File: src/rtl/pipeline_cfg_master.sv
// pipeline_cfg_master
// Command initiator for the DSP pipeline configuration port. Decodes framed
// host commands (opcode byte + MSB-first payload) and drives the instruction
// write, register write/update, delay allocation, commit and full-reset
// strobes with their ack handshakes.
// Optional build macro: CFG_TIMEOUT_EN adds an ack/reset timeout counter.

module pipeline_cfg_master #(
  parameter int data_width     = 16,
  parameter int n_blocks       = 256,
  parameter int reg_addr_width = 4,
  parameter int instr_width    = 32,
  parameter int timeout_cycles = 4096
) (
  input  logic                                          clk,
  input  logic                                          reset,
  input  logic [7:0]                                    in_byte,
  input  logic                                          in_valid,
  output logic                                          in_ready,
  output logic [$clog2(n_blocks)-1:0]                   block_target,
  output logic [$clog2(n_blocks)+reg_addr_width-1:0]    reg_target,
  output logic [instr_width-1:0]                        instr_val,
  output logic                                          instr_write,
  input  logic                                          instr_write_ack,
  output logic [data_width-1:0]                         ctrl_data,
  output logic                                          reg_write,
  output logic                                          reg_update,
  input  logic                                          reg_write_ack,
  output logic [2*data_width-1:0]                       delay_size,
  output logic [2*data_width-1:0]                       init_delay,
  output logic                                          alloc_delay,
  output logic                                          reg_writes_commit,
  output logic                                          full_reset,
  input  logic                                          resetting,
  output logic                                          busy,
  output logic                                          error,
  output logic [15:0]                                   cmds_done
);

  localparam int BW          = $clog2(n_blocks);
  localparam int RW          = reg_addr_width;
  localparam int INSTR_BYTES = instr_width / 8;

  localparam logic [2:0] ST_IDLE       = 3'd0;
  localparam logic [2:0] ST_PAYLOAD    = 3'd1;
  localparam logic [2:0] ST_ISSUE      = 3'd2;
  localparam logic [2:0] ST_WAIT_ACK   = 3'd3;
  localparam logic [2:0] ST_WAIT_RESET = 3'd4;

  localparam logic [7:0] OP_WRITE_INSTR = 8'h01;
  localparam logic [7:0] OP_WRITE_REG   = 8'h02;
  localparam logic [7:0] OP_UPDATE_REG  = 8'h03;
  localparam logic [7:0] OP_ALLOC_DELAY = 8'h04;
  localparam logic [7:0] OP_COMMIT      = 8'h05;
  localparam logic [7:0] OP_FULL_RESET  = 8'h06;

  logic [2:0] state;
  logic [7:0] opcode;
  logic [7:0] byte_idx;
  logic [7:0] last_idx;
  logic       rst_seen;
  logic       rst_wait;

  logic       accept;
  logic       op_known;
  logic [7:0] op_len;
  logic       ack_sel;
  logic       timed_out;

  // Handshake and status flags derived directly from the current state
  always_comb begin
    in_ready = (state == ST_IDLE) || (state == ST_PAYLOAD);
    busy     = (state != ST_IDLE);
    accept   = in_valid && in_ready;
    ack_sel  = (opcode == OP_WRITE_INSTR) ? instr_write_ack : reg_write_ack;
  end

  // Opcode decode: whether the byte is a known command and its payload length
  always_comb begin
    op_known = 1'b1;
    op_len   = 8'd0;
    case (in_byte)
      OP_WRITE_INSTR:              op_len = 8'(1 + INSTR_BYTES);
      OP_WRITE_REG, OP_UPDATE_REG: op_len = 8'd4;
      OP_ALLOC_DELAY:              op_len = 8'd8;
      OP_COMMIT, OP_FULL_RESET:    op_len = 8'd0;
      default:                     op_known = 1'b0;
    endcase
  end

`ifdef CFG_TIMEOUT_EN
  localparam int TW = $clog2(timeout_cycles + 1);
  logic [TW-1:0] wait_cnt;

  // Cycle counter for the two waiting states; restarts on every entry
  always_ff @(posedge clk) begin
    if (reset) begin
      wait_cnt <= '0;
    end else if ((state == ST_WAIT_ACK) || (state == ST_WAIT_RESET)) begin
      wait_cnt <= wait_cnt + 1'b1;
    end else begin
      wait_cnt <= '0;
    end
  end

  assign timed_out = ((state == ST_WAIT_ACK) || (state == ST_WAIT_RESET)) &&
                     (wait_cnt == TW'(timeout_cycles - 1));
`else
  assign timed_out = 1'b0;
`endif

  // Command sequencer: frame tracking, strobe issue, ack/reset waits, counters
  always_ff @(posedge clk) begin
    if (reset) begin
      state             <= ST_IDLE;
      opcode            <= 8'd0;
      byte_idx          <= 8'd0;
      last_idx          <= 8'd0;
      rst_seen          <= 1'b0;
      rst_wait          <= 1'b0;
      instr_write       <= 1'b0;
      reg_write         <= 1'b0;
      reg_update        <= 1'b0;
      alloc_delay       <= 1'b0;
      reg_writes_commit <= 1'b0;
      full_reset        <= 1'b0;
      error             <= 1'b0;
      cmds_done         <= 16'd0;
    end else begin
      alloc_delay       <= 1'b0;
      reg_writes_commit <= 1'b0;
      full_reset        <= 1'b0;
      case (state)
        ST_IDLE: begin
          if (accept) begin
            if (op_known) begin
              opcode   <= in_byte;
              byte_idx <= 8'd0;
              last_idx <= op_len - 8'd1;
              state    <= (op_len == 8'd0) ? ST_ISSUE : ST_PAYLOAD;
            end else begin
              error <= 1'b1;
            end
          end
        end
        ST_PAYLOAD: begin
          if (accept) begin
            byte_idx <= byte_idx + 8'd1;
            if (byte_idx == last_idx) begin
              state <= ST_ISSUE;
            end
          end
        end
        ST_ISSUE: begin
          case (opcode)
            OP_WRITE_INSTR: begin
              instr_write <= 1'b1;
              state       <= ST_WAIT_ACK;
            end
            OP_WRITE_REG: begin
              reg_write <= 1'b1;
              state     <= ST_WAIT_ACK;
            end
            OP_UPDATE_REG: begin
              reg_update <= 1'b1;
              state      <= ST_WAIT_ACK;
            end
            OP_ALLOC_DELAY: begin
              alloc_delay <= 1'b1;
              cmds_done   <= cmds_done + 16'd1;
              state       <= ST_IDLE;
            end
            OP_COMMIT: begin
              reg_writes_commit <= 1'b1;
              cmds_done         <= cmds_done + 16'd1;
              state             <= ST_IDLE;
            end
            OP_FULL_RESET: begin
              full_reset <= 1'b1;
              rst_seen   <= 1'b0;
              rst_wait   <= 1'b0;
              state      <= ST_WAIT_RESET;
            end
            default: state <= ST_IDLE;
          endcase
        end
        ST_WAIT_ACK: begin
          if (ack_sel) begin
            instr_write <= 1'b0;
            reg_write   <= 1'b0;
            reg_update  <= 1'b0;
            cmds_done   <= cmds_done + 16'd1;
            state       <= ST_IDLE;
          end else if (timed_out) begin
            instr_write <= 1'b0;
            reg_write   <= 1'b0;
            reg_update  <= 1'b0;
            error       <= 1'b1;
            state       <= ST_IDLE;
          end
        end
        ST_WAIT_RESET: begin
          if (timed_out) begin
            error <= 1'b1;
            state <= ST_IDLE;
          end else if (resetting) begin
            rst_seen <= 1'b1;
          end else if (rst_seen) begin
            cmds_done <= cmds_done + 16'd1;
            state     <= ST_IDLE;
          end else if (rst_wait) begin
            error <= 1'b1;
            state <= ST_IDLE;
          end else begin
            rst_wait <= 1'b1;
          end
        end
        default: state <= ST_IDLE;
      endcase
    end
  end

  // Payload capture: data outputs change only while bytes are being received
  always_ff @(posedge clk) begin
    if (reset) begin
      block_target <= '0;
      reg_target   <= '0;
      instr_val    <= '0;
      ctrl_data    <= '0;
      delay_size   <= '0;
      init_delay   <= '0;
    end else if ((state == ST_PAYLOAD) && accept) begin
      case (opcode)
        OP_WRITE_INSTR: begin
          if (byte_idx == 8'd0) begin
            block_target <= BW'(in_byte);
          end else begin
            instr_val <= {instr_val[instr_width-9:0], in_byte};
          end
        end
        OP_WRITE_REG, OP_UPDATE_REG: begin
          if (byte_idx == 8'd0) begin
            block_target <= BW'(in_byte);
          end else if (byte_idx == 8'd1) begin
            reg_target <= {block_target, in_byte[RW-1:0]};
          end else begin
            ctrl_data <= {ctrl_data[data_width-9:0], in_byte};
          end
        end
        OP_ALLOC_DELAY: begin
          if (byte_idx < 8'd4) begin
            delay_size <= {delay_size[2*data_width-9:0], in_byte};
          end else begin
            init_delay <= {init_delay[2*data_width-9:0], in_byte};
          end
        end
        default: ;
      endcase
    end
  end

endmodule

File: config.mk
export PLATFORM = sky130hd
export DESIGN_NAME = pipeline_cfg_master
export DESIGN_NICKNAME = d
export VERILOG_FILES = /design/src/rtl/pipeline_cfg_master.sv
export SDC_FILE = /design/constraint.sdc
export NUM_CORES = 1
export LEC_CHECK = 0
export ABC_AREA = 1
export BUFFER_PORTS_ARGS = -buffer_cell sky130_fd_sc_hd__buf_2
export CORE_ASPECT_RATIO = 1.5
export CORE_MARGIN = 5
export CORE_UTILIZATION = 51
export CTS_CLUSTER_DIAMETER = 200
export DETAILED_ROUTE_END_ITERATION = 10
export HOLD_SLACK_MARGIN = 0.1
export PLACE_DENSITY = 0.76
export SYNTH_ARGS = -nofsm -noshare
export SYNTH_HDL_FRONTEND = slang
export SYNTH_SLANG_ARGS = --single-unit
File: constraint.sdc
create_clock -name clk -period 2.2 [get_ports clk]
set_clock_uncertainty 0.05 [all_clocks]
set_input_delay 0.33 -clock clk [delete_from_list [all_inputs] [get_ports clk]]
set_output_delay 0.33 -clock clk [all_outputs]
set_load 0.01 [all_outputs]
### Yosys cells after proc, flatten, opt, wreduce, memory -nomap -nowiden

Cells that the tools add are included.

* bits in registers: 184

* magnitude comparators: 1
* $add $sub $neg: 3
* bitwise operators: 4
* multiplexer cells: 45
* equality and inequality tests: 35
* reduce and logical (&&, ||, !) cells: 34

Operator list (number)
* 16-bit 2-to-1 mux: 4
* 8-bit by 3-bit == test with 1-bit output, second input constant: 6
* 16-bit one-hot mux with 3 select lines: 1
* 8-bit by 2-bit == test with 1-bit output, second input constant: 4
* 2-bit != test, second input constant: 16
* 3-bit AND reduction: 9
* 8-bit by 1-bit == test with 1-bit output, second input constant: 3
* 3-bit 2-to-1 mux: 8
* 8-bit 2-to-1 mux: 3
* 1-bit 2-to-1 mux: 18
* 16-bit by 1-bit adder with 16-bit output, second input constant: 1
* 8-bit zero test: 2
* 8-bit one-hot mux with 2 select lines: 1
* 4-bit AND reduction: 4
* 3-bit one-hot mux with 5 select lines: 1
* 1-bit one-hot mux with 2 select lines: 6
* 4-bit one-hot mux with 3 select lines: 1
* 8-bit by 1-bit adder with 8-bit output, second input constant: 1
* 8-bit == test: 1
* 8-bit by 3-bit < comparator with 1-bit output, second input constant: 1
* 2-bit nonzero test: 4
* 2-bit OR reduction: 4
* 8-bit by 1-bit subtractor with 8-bit output, second input constant: 1
* 7-bit AND reduction: 1
* 15 further kinds: 21

### Longest topological paths before layout

Gate-level depths: netlist (run 1).

* word-level depth: 8
* gate-level depth with buffers: 12
* depth with buffers taken out: 12

### Worst setup path after synthesis (run 1)

Ideal clock, no wire load.

* kind: register -> register
* start: register state[1]
* end: register block_target[5]
* stages on the path, launching flop included: 11
* setup time: 0.080 ns
* arrival: 1.460 ns
* slack: 0.610 ns
* data required time: 2.070 ns
* cell sequence: dfxtp_1 > inv_2 > nand2_2 > inv_2 > nand2_4 > nor2_8 > inv_4 > nor3_4 > buf_6 > nor2_1 > a211oi_2

* cells in the longest elaborated chain, start to end: 5
* elaborated cells on any way between the ends: 6
* classes of those cells: eq/ne: 1; reduce/logical: 5

Ends and longest elaborated chain
* start: declaration: line 57 `logic [2:0] state;`
* start signal: assignment: line 140 `state <= (op_len == 8'd0) ? ST_ISSUE : ST_PAYLOAD;`
* 3-bit by 1-bit == test with 1-bit output or 3-bit zero test (tied branches): line 72 `in_ready = (state == ST_IDLE) || (state == ST_PAYLOAD);`
* 1-bit logical OR *: line 72
* via in_ready: line 19 `output logic in_ready,`
* 1-bit logical AND *: line 74 `accept = in_valid && in_ready;`
* 1-bit logical AND *: line 232 `end else if ((state == ST_PAYLOAD) && accept) begin`
* 3-bit AND reduction (no source line) *
* end signal: assignment: line 236 `block_target <= BW'(in_byte);`
* end signal: assignment: line 243 `block_target <= BW'(in_byte);`
* end: declaration: line 20 `output logic [$clog2(n_blocks)-1:0] block_target,`

Mark *: on every way through the listed nets, which the timed path passes. The rest lies on a longest branch.
A chain may end at the register's enable or synchronous reset.

### Final worst setup path (run 1)

* start: register opcode[2]
* end: register init_delay[24]

* cells in the longest elaborated chain, start to end: 2

Ends and longest elaborated chain
* start: declaration: line 58 `logic [7:0] opcode;`
* start signal: assignment: line 137 `opcode <= in_byte;`
* 8-bit by 3-bit == test with 1-bit output: line 233 `case (opcode)`
* 3-bit AND reduction (no source line)
* end signal: assignment: line 254 `init_delay <= {init_delay[2*data_width-9:0], in_byte};`
* end: declaration: line 30 `output logic [2*data_width-1:0] init_delay,`

Every way passes these cells.

==> results of run 1 <==
==> synth_stat cells, drive strengths merged <==
| cell type | n |
|---|---|
| a211oi | 16 |
| nand4 | 7 |
| o211ai | 2 |
| nor2 | 119 |
| nand2 | 100 |
| o22ai | 1 |
| clkinv | 1 |
| a21oi | 114 |
| nor4 | 27 |
| buf | 12 |
| xnor2 | 2 |
| dfxtp | 181 |
| clkbuf | 36 |
| o21ai | 133 |
| ha | 7 |
| o211a | 2 |
| nand3 | 33 |
| nor3 | 19 |
| inv | 147 |
| xor2 | 17 |
==> per-stage QoR <==
step	worst slack, ns	util	instances
detailed placement	0.2189	0.5860	1308
floorplan	0.6100	-	976
finish	0.2657	0.6274	1340
CTS	0.2608	0.6274	1340
global route	0.01199	0.6274	1340
global placement	0.2757	0.5860	1308
==> sequential cells by signal (all words and copies together), names as in the netlist, 3 cells and up <==
signal	flops
block_target	8
byte_idx	8
cmds_done	16
ctrl_data	16
delay_size	32
init_delay	32
instr_val	32
last_idx	5
opcode	8
reg_target	12
state	3
==> routing by layer <==
metal	vias to the layer above	share of wire	global-route usage
met3	34	0.059	0.05263
met1	3076	0.40	0.2559
met5	-	0	0
met2	182	0.51	0.4052
met4	0	0.023	0.07882
li1	3505	-	-
==> area by class of cell <==
class	instances	share of cell area
Sequential cell	181	0.3994
Multi-Input combinational cell	599	0.3377
Timing Repair Buffer	184	0.1081
Inverter	148	0.06179
Clock buffer	18	0.04841
Tap cell	196	0.02703
Clock inverter	14	0.01752
==> power by group through the flow <==
| stage | Combinational, W | Clock, W | Sequential, W |
|---|---|---|---|
| after floorplan | 0.000212 | 0 | 0.00338 |
| after global placement | 0.000315 | 0 | 0.00338 |
| after detailed placement | 0.000316 | 0 | 0.00338 |
| after CTS | 0.000319 | 0.00311 | 0.00330 |
| after global routing | 0.000358 | 0.00329 | 0.00330 |
| final | 0.000317 | 0.00307 | 0.00330 |
==> worst max-delay path, delay by kind of cell (launching register included) <==
kind / cells / cell delay (ns)
buf+inv: 2 / 0.38
flops: 1 / 0.35
simple gates: 4 / 0.77
compound gates: 2 / 0.26
==> cells by family (layout without fill, tap and decap cells) <==
group	Yosys count	after routing	synth area share
flip-flops	181	181	0.4854
AO/OA/AOI/OAI	268	268	0.1886
XOR/XNOR	19	19	0.02229
buffers and inverters	196	364	0.1043
adder cells (fa/ha/maj)	7	7	0.01173
AND/OR/NAND/NOR	305	305	0.1877
==> worst max-delay path by stage <==
| stage | end | cells after the start |
|---|---|---|
| floorplan | block_target[5] | 10 |
| global placement | state[1] | 13 |
| detailed placement | state[1] | 13 |
| CTS | init_delay[24] | 8 |
| global route | init_delay[12] | 8 |
| finish | init_delay[24] | 8 |
==> impl_metrics.toml, run 1 <==
[die]
boundaryPins = 171
dieArea_um2 = 17210
core_um2 = 14460
die_h_um = 158.2
die_w_um = 108.8
row_count = 54
start_util = 0.5163

[finish]
fillers = 1350
multiInputGateArea_um2 = 3063
nets = 1152
antenna_cells = 0
regArea_um2 = 3623
stdcell_area_um2 = 9071
final_common_cell = "dfxtp_1"
area_growth_pct = 21.52
layout_common_cells = "dfxtp_1, buf_2, inv_1"
drive_above_1_share = 0.2142

[sta]
whs_ns = 0.1886
rsz0062_at_grt = "no"
finalHoldViolCount = 0
fin_crit_ns = 1.934
fin_setup_tns_ns = 0
clock.fmax_mhz = 517.0
final_max_slew_viol_count = 0
finalCritPeriodShare = 0.8792
setup_viol = 0
tightest_slew_ns = 0.4985
slew-limit-headroom = 0.6677

[power_and_ir_drop]
power_density_nw_per_um2 = 737.0
power_leakage_nw = 4.032
p_sw_frac = 0.2478
p_total_w = 0.006685
p_comb_frac = 0.047
p_int_w = 0.005029
clockPowerShare = 0.459
seq_power_share = 0.494
ir_drop_mv = 0.4636
p_switching_w = 0.001656

[global_route]
grt_usage = 0.2242
first_global_vias = 6350
grt-ovfl-total = 0
grt_max_degree = 65
grt_pass1_wl_mm = 30.92
antenna_found_initial = 0

[yosys]
synth_area_um2 = 7465
synth_top_area_cell = "dfxtp_1"
synth_cell_types = 35
yosys_warnings = 0
syn_nets = 997
ys_ff_latch = 181
yosysSeqAreaShare = 0.4854
avgSynthCellArea_um2 = 7.648
netlist.area_leader.share = 0.4854
synthCells = 976
synthTopCellsByArea = "dfxtp_1, o21ai_0, a21oi_1"

[setup_path]
crit_fanout = 56
r2r_end = "init_delay[24]"
worst_ep_arrival_time_ns = 2.18
start_kind = "flop"
worstPathRequired_ns = 2.45
cpMostUsedCell = "nor2_1"
path_cells = "inv_1 > nor2_1 > nand3_1 > nor2_1 > nand3_2 > buf_4 > o21ai_0 > a21oi_1"
cp-startpoint = "opcode[2]"
path_class = "reg -> reg"
cpMaxStageDelayCell = "dfxtp_1"
r2r_cells = 8
r2r_setup_slack_ns = 0.27
critPathCaptureType = "flop"
r2r-start = "opcode[2]"
slowest_delay_ns = 0.35

[clock_network]
cts_inserted_buffers = 17
cts_tree = "done"
ctsHoldBuffers = 0
clkTransAtPathRegs_ns = 0.08
clk_path_buf_depth = 2
post-cts-setup-buffer-count = 0
htreeDepth = 4
clock_latency_ns = 0.43
root_buffer = "clkbuf_16"
cts_resized = 0
cts_sinks = 181

[job]
cap_violations = 0

[route]
first_iter_violations = 296
route.detailed.drc = 0
firstDrtPassIters = 5
vias = 6797
viasPerCell = 5.072
antenna_left = 0
wl_per_cell_um = 14.14
drt-total-wl_mm = 18.95

[outcome]
status = "finished clean"

[worst_hold_path]
hold_end = "block_target[4]"
hold_path.class = "in -> reg"
min_from = "in_byte[4]"
holdPathStages = 3

[placed_design]
hpwlAfterDp_mm = 13.43
place_area_um2 = 8473
globalplace.congestion = 0.8209
io_buffers = 170
(Power assumes the default switching activity.)
==> inputs of run 2 (changes only) <==
Settings changed: CORE_UTILIZATION 51 to 54, PLACE_DENSITY 0.76 to 0.8.
==> run 2 against run 1 <==
Routed wire length shrank 2.8%. Utilization grew 4.1 points. Largest cell class unchanged. Count of clock-buffer cells in the layout shrank 1.
==> impl_metrics.toml, run 2 (synthesized netlist as in run 1, its figures left out) <==
[global_route]
grt_max_degree = 65
grt_pass1_wl_mm = 30.92
antenna_found_initial = 0
grt-ovfl-total = 0
grt_usage = 0.2286
first_global_vias = 6383

[setup_path]
worst_ep_arrival_time_ns = 2.12
path_class = "reg -> reg"
r2r-start = "opcode[2]"
start_kind = "flop"
crit_fanout = 64
worstPathRequired_ns = 2.44
critPathCaptureType = "flop"
cp-startpoint = "opcode[2]"

[sta]
clock.fmax_mhz = 532.5
finalCritPeriodShare = 0.8536
finalHoldViolCount = 0
slew-limit-headroom = 0.6372
fin_crit_ns = 1.878
tightest_slew_ns = 0.5418
rsz0062_at_grt = "no"
fin_setup_tns_ns = 0
whs_ns = 0.1962
final_max_slew_viol_count = 0
setup_viol = 0

[placed_design]
io_buffers = 170
globalplace.congestion = 0.8533
hpwlAfterDp_mm = 13.01

[job]
cap_violations = 0

[route]
wl_per_cell_um = 14.12
firstDrtPassIters = 5
route.detailed.drc = 0
antenna_left = 0
first_iter_violations = 263
vias = 6781
viasPerCell = 5.196
drt-total-wl_mm = 18.42

[clock_network]
cts_inserted_buffers = 17
clock_latency_ns = 0.42
clkTransAtPathRegs_ns = 0.07
post-cts-setup-buffer-count = 0
htreeDepth = 4
cts_tree = "done"
cts_sinks = 181
cts_resized = 0
ctsHoldBuffers = 0
root_buffer = "clkbuf_16"
clk_path_buf_depth = 2

[finish]
drive_above_1_share = 0.2135
final_common_cell = "dfxtp_1"
fillers = 1204
nets = 1151
fin_util = 0.6687
reg_top3 = "delay_size x32, init_delay x32, instr_val x32"
layout_common_cells = "dfxtp_1, buf_2, inv_1"
antenna_cells = 0
area_growth_pct = 21.24
multiInputGateArea_um2 = 3063
regArea_um2 = 3623

[die]
core_um2 = 13530
row_count = 52
boundaryPins = 171
die_h_um = 154.0
die_w_um = 106
dieArea_um2 = 16320
start_util = 0.5516

[worst_hold_path]
min_from = "in_byte[4]"
hold_path.class = "in -> reg"

[power_and_ir_drop]
power_density_nw_per_um2 = 739.5
power_leakage_nw = 4.041
ir_drop_mv = 0.5849

[outcome]
status = "finished clean"
-- run 2: cell count changes in the layout (fill, tap and decap cells not counted) --
cell,delta
inv_6,-1
clkinvlp_4,-1
clkinv_4,+1
inv_8,-1
clkinv_8,+3
buf_4,-2
buf_12,+1
clkbuf_8,-1
-- run 2: final cells by class --
type,instances,share of cell area
Inverter,148,0.06194
Clock inverter,15,0.02088
Tap cell,162,0.02240
Multi-Input combinational cell,599,0.3384
Sequential cell,181,0.4004
Clock buffer,17,0.04701
Timing Repair Buffer,183,0.1089
-- run 2: power by group --
| group | switching [W] | internal (W) | total [W] |
|---|---|---|---|
| logic | 0.000226 | 0.0000866 | 0.000313 |
| clock network | 0.00144 | 0.00164 | 0.00308 |
| registers | 0.0000143 | 0.00329 | 0.00330 |
| total | 0.00168 | 0.00502 | 0.00669 |
-- run 2: path summary, 6_finish.rpt --
check / endpoint / slack [ns] / cells past startpoint
max: delay_size[5] / 0.32 / 8
min: block_target[4] / 0.20 / 3
max reg2reg: delay_size[5] / 0.32 / 8
min reg2reg: init_delay[24] / 0.39 / 2
-- run 2: worst max-delay path, cell delays in order (launching register included) --
cell	delay, ns
dfxtp_1	0.33
inv_1	0.05
nor2_1	0.20
nand3_1	0.10
nor2_1	0.26
nand3_2	0.11
buf_4	0.31
o21ai_0	0.26
a21oi_1	0.06
-- run 2: metal layers --
layer | wire (µm) | vias up | GRT usage | share of wire
li1 | - | 3501 | - | -
met1 | 7388 | 3049 | 0.2686 | 0.40
met2 | 9537 | 200 | 0.4021 | 0.52
met3 | 1047 | 31 | 0.05495 | 0.057
met4 | 447 | 0 | 0.08457 | 0.024
met5 | 0 | - | 0 | 0
-- run 2: metrics by stage --
step / area [µm²] / power, W / setup WS (ns) / instances
after floorplan: 7465 / 0.003592 / 0.6100 / 976
after global placement: 8436 / 0.003689 / 0.2990 / 1273
after detailed placement: 8436 / 0.003691 / 0.2576 / 1273
after CTS: 9050 / 0.006757 / 0.3070 / 1305
after global routing: 9050 / 0.006950 / 0.04922 / 1305
final: 9050 / 0.006692 / 0.3222 / 1305
==> inputs of run 3 (changes only) <==
Settings changed: CELL_PAD_IN_SITES_DETAIL_PLACEMENT from default to 1, CELL_PAD_IN_SITES_GLOBAL_PLACEMENT from default to 1, CORE_UTILIZATION 54 to 39, PLACE_DENSITY 0.8 to default, PLACE_DENSITY_LB_ADDON from default to 0.1, SKIP_CTS_REPAIR_TIMING from default to 1.
==> run 3 against run 2 <==
Routed wire length is 18% higher. Worst hold slack better by 0.015 ns. Combinational power is 5% higher. Global-route usage is 2.9 points lower. Sequential share of layout area is 0.56 points lower. Via count is 2.6% higher. Largest power group unchanged.
==> impl_metrics.toml, run 3 (synthesized netlist as in run 1, its figures left out) <==
[finish]
fillers = 2416
regArea_um2 = 3623
stdcell_area_um2 = 9179
layout_common_cells = "dfxtp_1, buf_2, inv_1"
area_growth_pct = 22.96
nets = 1156
multiInputGateArea_um2 = 3063
fin_util = 0.4829
drive_above_1_share = 0.2169
final_common_cell = "dfxtp_1"
antenna_cells = 0
reg_top3 = "delay_size x32, init_delay x32, instr_val x32"

[global_route]
grt-ovfl-total = 0
first_global_vias = 7087
antenna_found_initial = 1
grt_pass1_wl_mm = 35.38
grt_usage = 0.1993
grt_max_degree = 108

[sta]
setup_viol = 0
fin_setup_tns_ns = 0
slew-limit-headroom = 0.6531
fin_crit_ns = 1.908
clock.fmax_mhz = 524.0
finalHoldViolCount = 0
rsz0062_at_grt = "no"
final_max_slew_viol_count = 0
setup_slack_ns = 0.2915
tightest_slew_ns = 0.5156
finalCritPeriodShare = 0.8675

[placed_design]
dp_slack_ns = 0.2212
io_buffers = 170
hpwlAfterDp_mm = 15.61
place_area_um2 = 8591
globalplace.congestion = 0.8403

[route]
firstDrtPassIters = 4
route.detailed.drc = 0
first_iter_violations = 331
top_layer_used = "met4"
wl_met3_um = 836
wl_met1_mm = 8.909
viasPerCell = 4.957
antenna_left = 0
wl_per_cell_um = 15.44
wl_met2_mm = 11.54
vias = 6959
drt-total-wl_mm = 21.67

[setup_path]
crit_fanout = 16
start_kind = "flop"
critPathCaptureType = "flop"
path_class = "reg -> reg"
worstPathRequired_ns = 2.52
worst_ep_arrival_time_ns = 2.23

[clock_network]
cts_sinks = 181
cts_inserted_buffers = 17
htreeDepth = 4
cts_tree = "done"
clk_path_buf_depth = 2
clock_latency_ns = 0.44
root_buffer = "clkbuf_16"
clkTransAtPathRegs_ns = 0.07

[job]
cap_violations = 0

[power_and_ir_drop]
power_density_nw_per_um2 = 730.5
ir_drop_mv = 0.4192
power_leakage_nw = 4.057

[die]
row_count = 62
die_w_um = 123.0
die_h_um = 179.4
core_um2 = 19010
dieArea_um2 = 22060
start_util = 0.3928
boundaryPins = 171

[worst_hold_path]
hold_path.class = "in -> reg"

[outcome]
status = "finished clean"
[run 3: changes by cell type in the layout (fill, tap and decap cells not counted)]
cell,delta
buf_4,+5
clkbuf_8,+2
clkinv_2,+1
clkinv_8,-4
inv_6,+2
inv_8,-1
[run 3: final timing paths]
check                 startpoint             end  slack [ns]  depth (start not counted)
hold reg to reg   init_delay[24]  init_delay[24]        0.39                          2
hold / removal         resetting        rst_seen        0.21                          3
setup / recovery     byte_idx[1]   reg_target[1]        0.29                          8
setup reg to reg     byte_idx[1]   reg_target[1]        0.29                          8
[run 3: area by class of cell]
class	count	share of cell area
clock inverters	13	0.01472
repair buffers	188	0.1115
inverters	148	0.06107
multi-input cells	599	0.3337
well taps	256	0.03490
clock buffers	19	0.04935
flip-flops and latches	181	0.3948
[run 3: per-layer routing]
| metal | track usage | up-vias |
|---|---|---|
| met3 | 0.03931 | 31 |
| met5 | 0 | - |
| met4 | 0.06502 | 0 |
| met1 | 0.2280 | 3305 |
| li1 | - | 3505 |
| met2 | 0.3634 | 118 |
[run 3: power breakdown]
part / internal (W) / leakage [nW] / switching [W]
registers: 0.00329 / 1.46 / 0.0000140
clock network: 0.00166 / 0.295 / 0.00141
logic: 0.0000904 / 2.30 / 0.000239
total: 0.00504 / 4.06 / 0.00166
[run 3: critical path, cell delays in order, from the launching register on]
cell,delay [ns]
dfxtp_1,0.35
inv_1,0.11
ha_1,0.18
nand2_1,0.06
nor2_1,0.22
nand2_2,0.21
nor2_4,0.36
o21ai_0,0.14
a21oi_1,0.16
[run 3: through the flow]
| stage | std cells | hold WS, ns | total power (W) |
|---|---|---|---|
| final | 1404 | 0.2113 | 0.006705 |
| after global routing | 1404 | 0.2017 | 0.006992 |
| after CTS | 1404 | 0.1962 | 0.006789 |
| after detailed placement | 1372 | 0.3833 | 0.003714 |
| after global placement | 1372 | 0.3798 | 0.003711 |
| after floorplan | 976 | 0.3793 | 0.003592 |
